===== src/rtl/readport_scan_pkg.sv =====
// ---------------------------------------------------------------------------
// readport_scan_pkg
//
// Shared definitions for the read-port scan sequencer:
//   - default array geometry (DEPTH entries of DATA_W bits)
//   - FSM state encodings, as legacy localparam constants plus a typed enum
//     that uses the same encodings
//   - next_idx(): modulo-DEPTH index increment used when stepping the scan
// ---------------------------------------------------------------------------
package readport_scan_pkg;

    localparam int DEFAULT_DEPTH  = 128;
    localparam int DEFAULT_DATA_W = 128;

    localparam logic [1:0] ST_IDLE  = 2'd0;
    localparam logic [1:0] ST_FETCH = 2'd1;
    localparam logic [1:0] ST_SEND  = 2'd2;
    localparam logic [1:0] ST_DONE  = 2'd3;

    typedef enum logic [1:0] {
        IDLE  = ST_IDLE,
        FETCH = ST_FETCH,
        SEND  = ST_SEND,
        DONE  = ST_DONE
    } scan_state_e;

    // DEPTH is a power of two, so masking with DEPTH-1 gives the wrap.
    function automatic int unsigned next_idx(input int unsigned cur,
                                             input int unsigned depth);
        return (cur + 1) & (depth - 1);
    endfunction

endpackage


===== src/rtl/readport_scan_ctrl.sv =====
// ---------------------------------------------------------------------------
// readport_scan_ctrl
//
// Walks a combinationally readable port array and streams entries out over
// a valid/ready interface, one beat per entry, tagged with index and last.
//
// Ports:
//   clk        clock, all state updates on the rising edge
//   reset      synchronous active-high reset
//   start      one-cycle scan request, honoured only when idle
//   base_idx   first entry to read (sampled with start)
//   count      number of entries, 0..DEPTH (sampled with start)
//   arr_idx    index driven to the external array read mux
//   arr_data   combinational array entry at arr_idx
//   out_valid  beat available
//   out_ready  consumer accepts beat
//   out_data   registered entry
//   out_idx    index of out_data
//   out_last   final beat of the scan
//   busy       high whenever the FSM is not idle
//   done       one-cycle pulse at scan completion
//   csum       (only with READPORT_SCAN_CHECKSUM_EN) XOR of all accepted
//              beats of the current scan
//
// Configuration macro: READPORT_SCAN_CHECKSUM_EN adds the csum output.
// ---------------------------------------------------------------------------
module readport_scan_ctrl
    import readport_scan_pkg::*;
#(
    parameter  int DEPTH  = DEFAULT_DEPTH,
    parameter  int DATA_W = DEFAULT_DATA_W,
    localparam int IDX_W  = $clog2(DEPTH)
) (
    input  logic              clk,
    input  logic              reset,
    input  logic              start,
    input  logic [IDX_W-1:0]  base_idx,
    input  logic [IDX_W:0]    count,
    output logic [IDX_W-1:0]  arr_idx,
    input  logic [DATA_W-1:0] arr_data,
    output logic              out_valid,
    input  logic              out_ready,
    output logic [DATA_W-1:0] out_data,
    output logic [IDX_W-1:0]  out_idx,
    output logic              out_last,
    output logic              busy,
    output logic              done
`ifdef READPORT_SCAN_CHECKSUM_EN
    ,
    output logic [DATA_W-1:0] csum
`endif
);

    scan_state_e       state_q,     state_d;
    logic [IDX_W-1:0]  cur_q,       cur_d;
    logic [IDX_W:0]    rem_q,       rem_d;
    logic              out_valid_q, out_valid_d;
    logic [DATA_W-1:0] out_data_q,  out_data_d;
    logic [IDX_W-1:0]  out_idx_q,   out_idx_d;
    logic              out_last_q,  out_last_d;
`ifdef READPORT_SCAN_CHECKSUM_EN
    logic [DATA_W-1:0] csum_q,      csum_d;
`endif

    logic handshake;

    // Only SEND ever has out_valid high, so this is a SEND-state acceptance.
    assign handshake = out_valid_q && out_ready;

    always_comb begin
        state_d     = state_q;
        cur_d       = cur_q;
        rem_d       = rem_q;
        out_valid_d = out_valid_q;
        out_data_d  = out_data_q;
        out_idx_d   = out_idx_q;
        out_last_d  = out_last_q;
`ifdef READPORT_SCAN_CHECKSUM_EN
        csum_d      = csum_q;
`endif

        case (state_q)
            IDLE: begin
                if (start) begin
`ifdef READPORT_SCAN_CHECKSUM_EN
                    csum_d = '0;
`endif
                    if (count != '0) begin
                        cur_d   = base_idx;
                        rem_d   = count;
                        state_d = FETCH;
                    end else begin
                        // Empty scan: no beats, just the completion pulse.
                        state_d = DONE;
                    end
                end
            end

            FETCH: begin
                // arr_idx is already cur_q, so arr_data is the wanted entry.
                out_data_d  = arr_data;
                out_idx_d   = cur_q;
                out_last_d  = (rem_q == (IDX_W+1)'(1));
                out_valid_d = 1'b1;
                state_d     = SEND;
            end

            SEND: begin
                if (handshake) begin
                    out_valid_d = 1'b0;
`ifdef READPORT_SCAN_CHECKSUM_EN
                    csum_d      = csum_q ^ out_data_q;
`endif
                    if (rem_q == (IDX_W+1)'(1)) begin
                        state_d = DONE;
                    end else begin
                        // cur only moves here, in the same edge that drops
                        // out_valid, so arr_idx never changes under a beat.
                        cur_d   = IDX_W'(next_idx(int'(cur_q), DEPTH));
                        rem_d   = rem_q - (IDX_W+1)'(1);
                        state_d = FETCH;
                    end
                end
            end

            DONE: begin
                state_d = IDLE;
            end

            default: begin
                state_d = IDLE;
            end
        endcase
    end

    always_ff @(posedge clk) begin
        if (reset) begin
            state_q     <= IDLE;
            cur_q       <= '0;
            rem_q       <= '0;
            out_valid_q <= 1'b0;
            out_data_q  <= '0;
            out_idx_q   <= '0;
            out_last_q  <= 1'b0;
`ifdef READPORT_SCAN_CHECKSUM_EN
            csum_q      <= '0;
`endif
        end else begin
            state_q     <= state_d;
            cur_q       <= cur_d;
            rem_q       <= rem_d;
            out_valid_q <= out_valid_d;
            out_data_q  <= out_data_d;
            out_idx_q   <= out_idx_d;
            out_last_q  <= out_last_d;
`ifdef READPORT_SCAN_CHECKSUM_EN
            csum_q      <= csum_d;
`endif
        end
    end

    assign arr_idx   = cur_q;
    assign out_valid = out_valid_q;
    assign out_data  = out_data_q;
    assign out_idx   = out_idx_q;
    assign out_last  = out_last_q;
    assign busy      = (state_q != IDLE);
    assign done      = (state_q == DONE);
`ifdef READPORT_SCAN_CHECKSUM_EN
    assign csum      = csum_q;
`endif

endmodule


===== config.mk =====
export PLATFORM = sky130hd
export DESIGN_NAME = readport_scan_ctrl
export DESIGN_NICKNAME = d
export VERILOG_FILES = /design/src/rtl/readport_scan_pkg.sv /design/src/rtl/readport_scan_ctrl.sv
export SDC_FILE = /design/constraint.sdc
export NUM_CORES = 1
export LEC_CHECK = 0
export CORE_UTILIZATION = 40
export CTS_CLUSTER_SIZE = 14
export DETAILED_ROUTE_END_ITERATION = 10
export PLACE_DENSITY = 0.81
export SYNTH_ARGS = -nofsm -noshare
export SYNTH_HDL_FRONTEND = slang
export SYNTH_SLANG_ARGS = --single-unit
export TNS_END_PERCENT = 20

===== constraint.sdc =====
create_clock -name clk -period 1.7 [get_ports clk]
set_input_delay 0.51 -clock clk [delete_from_list [all_inputs] [get_ports clk]]
set_output_delay 0.51 -clock clk [all_outputs]
set_load 0.01 [all_outputs]

* Word level (Yosys, flattened, before mapping)
Cells that the tools add are included.
** Cells by class
- Add/subtract/negate cells :: 2
- Equal/unequal tests :: 8
- Mux-type cells :: 17
- Reduce and logical (&&, ||, !) cells :: 9
** Operator list (number)
- $mux W8 :: 4
- $mux W7 :: 4
- $pmux W8 S2 :: 1
- $pmux W7 S2 :: 1
- $eq A8 B1 Y1 const B :: 1
- $mux W2 :: 4
- $ne A2 B2 Y1 const B :: 4
- $pmux W2 S4 :: 1
- $reduce_bool A8 Y1 :: 1
- $sub A8 B1 Y8 const B :: 1
- $add A7 B1 Y7 const B :: 1
- $reduce_bool A2 Y1 :: 3
- $reduce_and A5 Y1 :: 1
- $eq A2 B2 Y1 const B :: 2
- $reduce_and A2 Y1 :: 2
- $eq A2 B1 Y1 const B :: 1
- $logic_not A2 Y1 :: 1
- $pmux W1 S2 :: 1
- $logic_and A1 B1 Y1 :: 1
- $mux W1 :: 1
** Word-level totals
- Bits in registers :: 154
- Input bits :: 147
- Output and inout port bits :: 146
- Word-level logic and storage cells :: 43

* Longest topological paths before layout
- Word-level depth :: 4
- Mapped depth :: 7
- Depth with buffers taken out :: 6

* Least setup slack after synthesis
Ideal clock, no wire load.
- Path type :: reg2reg
- From :: register state_q[1]
- To :: register cur_q[4] (netlist: arr_idx[4])
- Library setup time :: 0.132 ns
- Data arrival time :: 1.355 ns
- Data required time :: 1.568 ns
- Slack :: 0.213 ns
- Stages on the path, launching flop included :: 7
- Buffers on the path :: 3
- Clock period less this slack :: 1.487 ns
- Path through :: dfxtp_1 -> or2b_1 -> buf_2 -> buf_2 -> buf_2 -> a211oi_1 -> nor3_1
** Between the ends
- Cells in the longest elaborated chain, start to end :: 3
- Elaborated cells on any way between the ends :: 9
- Classes of those cells :: eq/ne: 5; mux: 1; reduce/logical: 3
** RTL lines
- start, declared :: line readport_scan_ctrl.sv:54 : scan_state_e state_q, state_d;
- start signal, assigned :: line readport_scan_ctrl.sv:149 : state_q <= state_d;
- $eq A2 B2 Y1 / $logic_not A2 Y1 (equally long branches) :: line readport_scan_ctrl.sv:82 : case (state_q)
- $ne A2 B2 Y1 (no line) / $reduce_bool A2 Y1 (equally long branches)
- $reduce_and A5 Y1 (no line)
- end signal, assigned :: line readport_scan_ctrl.sv:150 : cur_q <= cur_d;
- end, declared :: line readport_scan_ctrl.sv:55 : logic [IDX_W-1:0] cur_q, cur_d;
Several ways; a longest one is shown, not always the timed one.
A chain may end at the register's enable or synchronous reset.

* Worst setup path in the final report
- From :: register state_q[0]
- To :: register rem_q[0]
** Between the ends
- Cells in the longest elaborated chain, start to end :: 3
- Elaborated cells on any way between the ends :: 9
- Classes of those cells :: eq/ne: 5; mux: 1; reduce/logical: 3
** RTL lines
- $eq A2 B2 Y1 / $logic_not A2 Y1 (equally long branches) :: line readport_scan_ctrl.sv:82
- $ne A2 B2 Y1 (no line) / $reduce_bool A2 Y1 (equally long branches)
- $reduce_and A5 Y1 (no line)
- end signal, assigned :: line readport_scan_ctrl.sv:151 : rem_q <= rem_d;
- end, declared :: line readport_scan_ctrl.sv:56 : logic [IDX_W:0] rem_q, rem_d;
Several ways; a longest one is shown, not always the timed one.

==> metrics.md <==
| Metric | Value |
|---|---|
| Fmax | `between 500 and 600 MHz` |
| Top-Level Pins | `just under 300` |
| EDFF count, synth | `0` |
| Post-synthesis xor/xnor area fraction | `0%` |
| Post-Syn Instances | `about 740` |
| Leakage | `~0.0042 uW` |
| Slowest cell on the critical path | `dfxtp_4` |
| Overflow after GRT | `0` |
| Final core utilization | `69.0%` |
| Layout cell share with drive strength beyond 1 | `9.29%` |
| DR iter-0 viols | `~310` |
| Crit share post-route | `103%` |
| Async SR Flop Fraction | `0%` |
| Clock Latency Late Sink | `~0.42 ns` |
| Root Buffer | `clkbuf_16` |
| Register area share after synthesis | `roughly 54%` |
| DR vias/cell | `approximately 4.9` |
| Synth Area in Compound Gates | `17.6%` |
| CTS Buf Count | `17` |
| Filler cell count | `1189` |
| R2r setup slk | `-0.05 ns` |
| Layout area overhead | `68.2%` |
| Register area | `0.00309 sq mm` |
| Violated checks | `setup timing` |
| Hold WC Path Type | `reg2reg` |
| Initial antenna violation count | `0` |
| # nets final | `between 1k and 1.5k` |
| Req. time, crit path | `2.02 ns` |
| Synth cell types | `35` |
| Arrival @ worst endpoint | `around 2.1 ns` |
| Max incr delay on CP | `approximately 0.36 ns` |
| Total Routing Usage GR | `a little under a quarter` |
| Vias | `about 6.1k` |
| DRT Pass-1 Iters | `5` |
| DRT Wirelength | `between 15000 and 20000 um` |
| Clock transition at the registers of the reported paths | `approximately 0.070 ns` |
| Max H-tree Level | `4` |
| Mux cell area share after synthesis | `0%` |
| Placed wire-length estimate | `12200 um` |
| Worst setup SP type | `flop` |
| Simple logic cell fraction of the synthesized area | `roughly a quarter` |
| Period minus WS final | `approximately 1.8 ns` |
| Placed cell areas | `0.00897 sq mm` |
| DP Worst Slack | `-0.364 ns` |
| Crit Path Category | `reg2reg` |
| Max VDD drop | `roughly 0.61 mV` |
| Syn nets | `slightly below 900` |
| Setup-failing EPs final | `2` |
| # hold bufs at CTS | `0` |
| Crit path capture type | `flop` |
| Most frequent cells in the layout | `278 x nand2_1, 158 x a21oi_1, 150 x dfxtp_1` |
| Most used cell, CP | `buf_12` |
| Initial core utilization | `between 40% and 50%` |
| Worst-path cell chain | `buf_6 -> or2b_4 -> buf_12 -> o211ai_4 -> buf_12 -> a21oi_4 -> o32ai_2` |
| Clk_skew | `around 0.0094 ns` |
| Max_slew headroom | `76.3%` |
| Syn. warnings | `0` |
| First-pass GRT wire length | `27400 um` |
| Commonest non-fill, non-tap cell in the layout | `nand2_1` |
| Antenna diode count | `0` |
| GPL Wtd Cong | `0.841` |
| Mapped Area | `between 0.005 and 0.006 sq mm` |
| DRC | `0` |
| Antenna Nets Post-Route | `0` |
| Max Cap Viol | `0` |
| Largest net degree at the start of global routing | `80` |
| Final Instance Area | `0.00962 sq mm` |
| Avg Cell Area, Syn | `just under 8 sq um` |
| CTS max path bufs | `2` |
| Synth Flop Type | `dfxtp_1` |
| Power Density | `slightly below 1000 mW/mm^2` |
| Main combinational cell family by area after synthesis | `simple AND/OR/NAND/NOR gates` |
| Die Span Y | `122 um` |
| Worst slew pin tran | `approximately 0.36 ns` |
| CTS tree | `done` |
| Flops & latches, synth | `between 150 and 200` |
| Port Buffers | `292` |
| Core box area | `between 0.01 and 0.015 sq mm` |
| Adder-cell share of the synthesized area | `0.656%` |
| Slew Limit Fails | `0` |
| WL/cell | `14.9 um` |
| Area of the multi-input gates | `0.00247 sq mm` |
| Post-route setup slack | `-0.0537 ns` |
| Final hold vios | `0` |
| Clock Sinks | `154` |
| Status | `complete, but fails checks` |
| Critical path peak fanout | `6` |
| Row cnt | `between 40 and 50` |
| RSZ-0062 raised after global routing | `yes` |
| Width of the die | `122 um` |
| Die ar. | `0.0148 sq mm` |
| Vias in the first global route | `between 5k and 6k` |
## layer usage
layer / GRT usage [%] / up-vias / wire (um)
met5: 0 / - / 0
met4: 10.3 / 0 / 489
met2: 41.1 / 251 / 8980
li1: - / 3015 / -
met3: 9.08 / 39 / 1770
met1: 25.9 / 2750 / 7030
## kinds of logic after synthesis
group / Yosys count
compound gates: 188
simple gates: 330
fa+ha+maj: 3
buf+inv: 61
flops: 154
## layout make-up
cell class	instances	area share [%]
clock inverters	14	1.77
inverters	5	0.195
flip-flops and latches	154	32.2
repair buffers	332	33.2
well taps	180	2.34
multi-input cells	521	25.7
clock buffers	18	4.57
## critical path: cells and delay by family (launching register included)
| kind | cells | cell delay, ns |
|---|---|---|
| buffers and inverters | 3 | 0.44 |
| AND/OR/NAND/NOR | 1 | 0.26 |
| flip-flops | 1 | 0.36 |
| AO/OA/AOI/OAI | 3 | 0.59 |
## synth_stat cells, drive strengths merged (2+ instances only)
master  number  area, sq um
nand2      278         1040
a21oi      159          796
dfxtp      154         3080
clkbuf      42          158
nor2        17         63.8
buf         14         83.8
o21ai       11         55.1
nand2b       7         43.8
nor3         7         40.0
o32ai        7         61.3
inv          5         18.8
a211oi       4         30.0
nor4         4         25.0
ha           3         37.5
nor2b        3         21.3
or2          3         18.8
a21o         2         15.0
nand3        2         10.0
nand4        2         12.5
nor3b        2         15.0
## timing repair
item,4_1_cts,5_1_grt
resized for setup,159,19
buffers inserted,1,5
endpoints found under the setup margin,147,15
gates cloned,0,3
pin swaps,1,12
## where the power goes
group	switching, uW	internal [uW]	total, uW
clock	1540	2350	3900
sequential	118	3810	3930
combinational	751	821	1570
total	2410	6990	9400
## final timing paths
| check | from | endpoint | depth (start not counted) |
|---|---|---|---|
| worst max-delay path | state_q[0] | rem_q[0] | 7 |
| worst min-delay path | out_data[96] | out_data[96] | 2 |
| worst max register to register | state_q[0] | rem_q[0] | 7 |
| worst min register to register | out_data[96] | out_data[96] | 2 |
## metrics by stage
stage / setup TNS, ns / std cells / power, uW / hold WS [ns]
final: -0.0688 / 1224 / 9400 / 0.448
after global routing: -0.680 / 1224 / 9750 / 0.469
after CTS: 0 / 1216 / 9380 / 0.451
after detailed placement: -4.62 / 1183 / 5620 / 0.446
after global placement: -4.16 / 1183 / 5590 / 0.440
after floorplan: 0 / 736 / 4660 / 0.457
## state kept, by name, indices dropped and copies added (netlist names)
register and flops:
arr_idx 7, out_data 128, out_idx 7, out_last 1
out_valid 1, rem_q 8, state_q 2
Note: power is estimated with default switching activity, not from simulation.
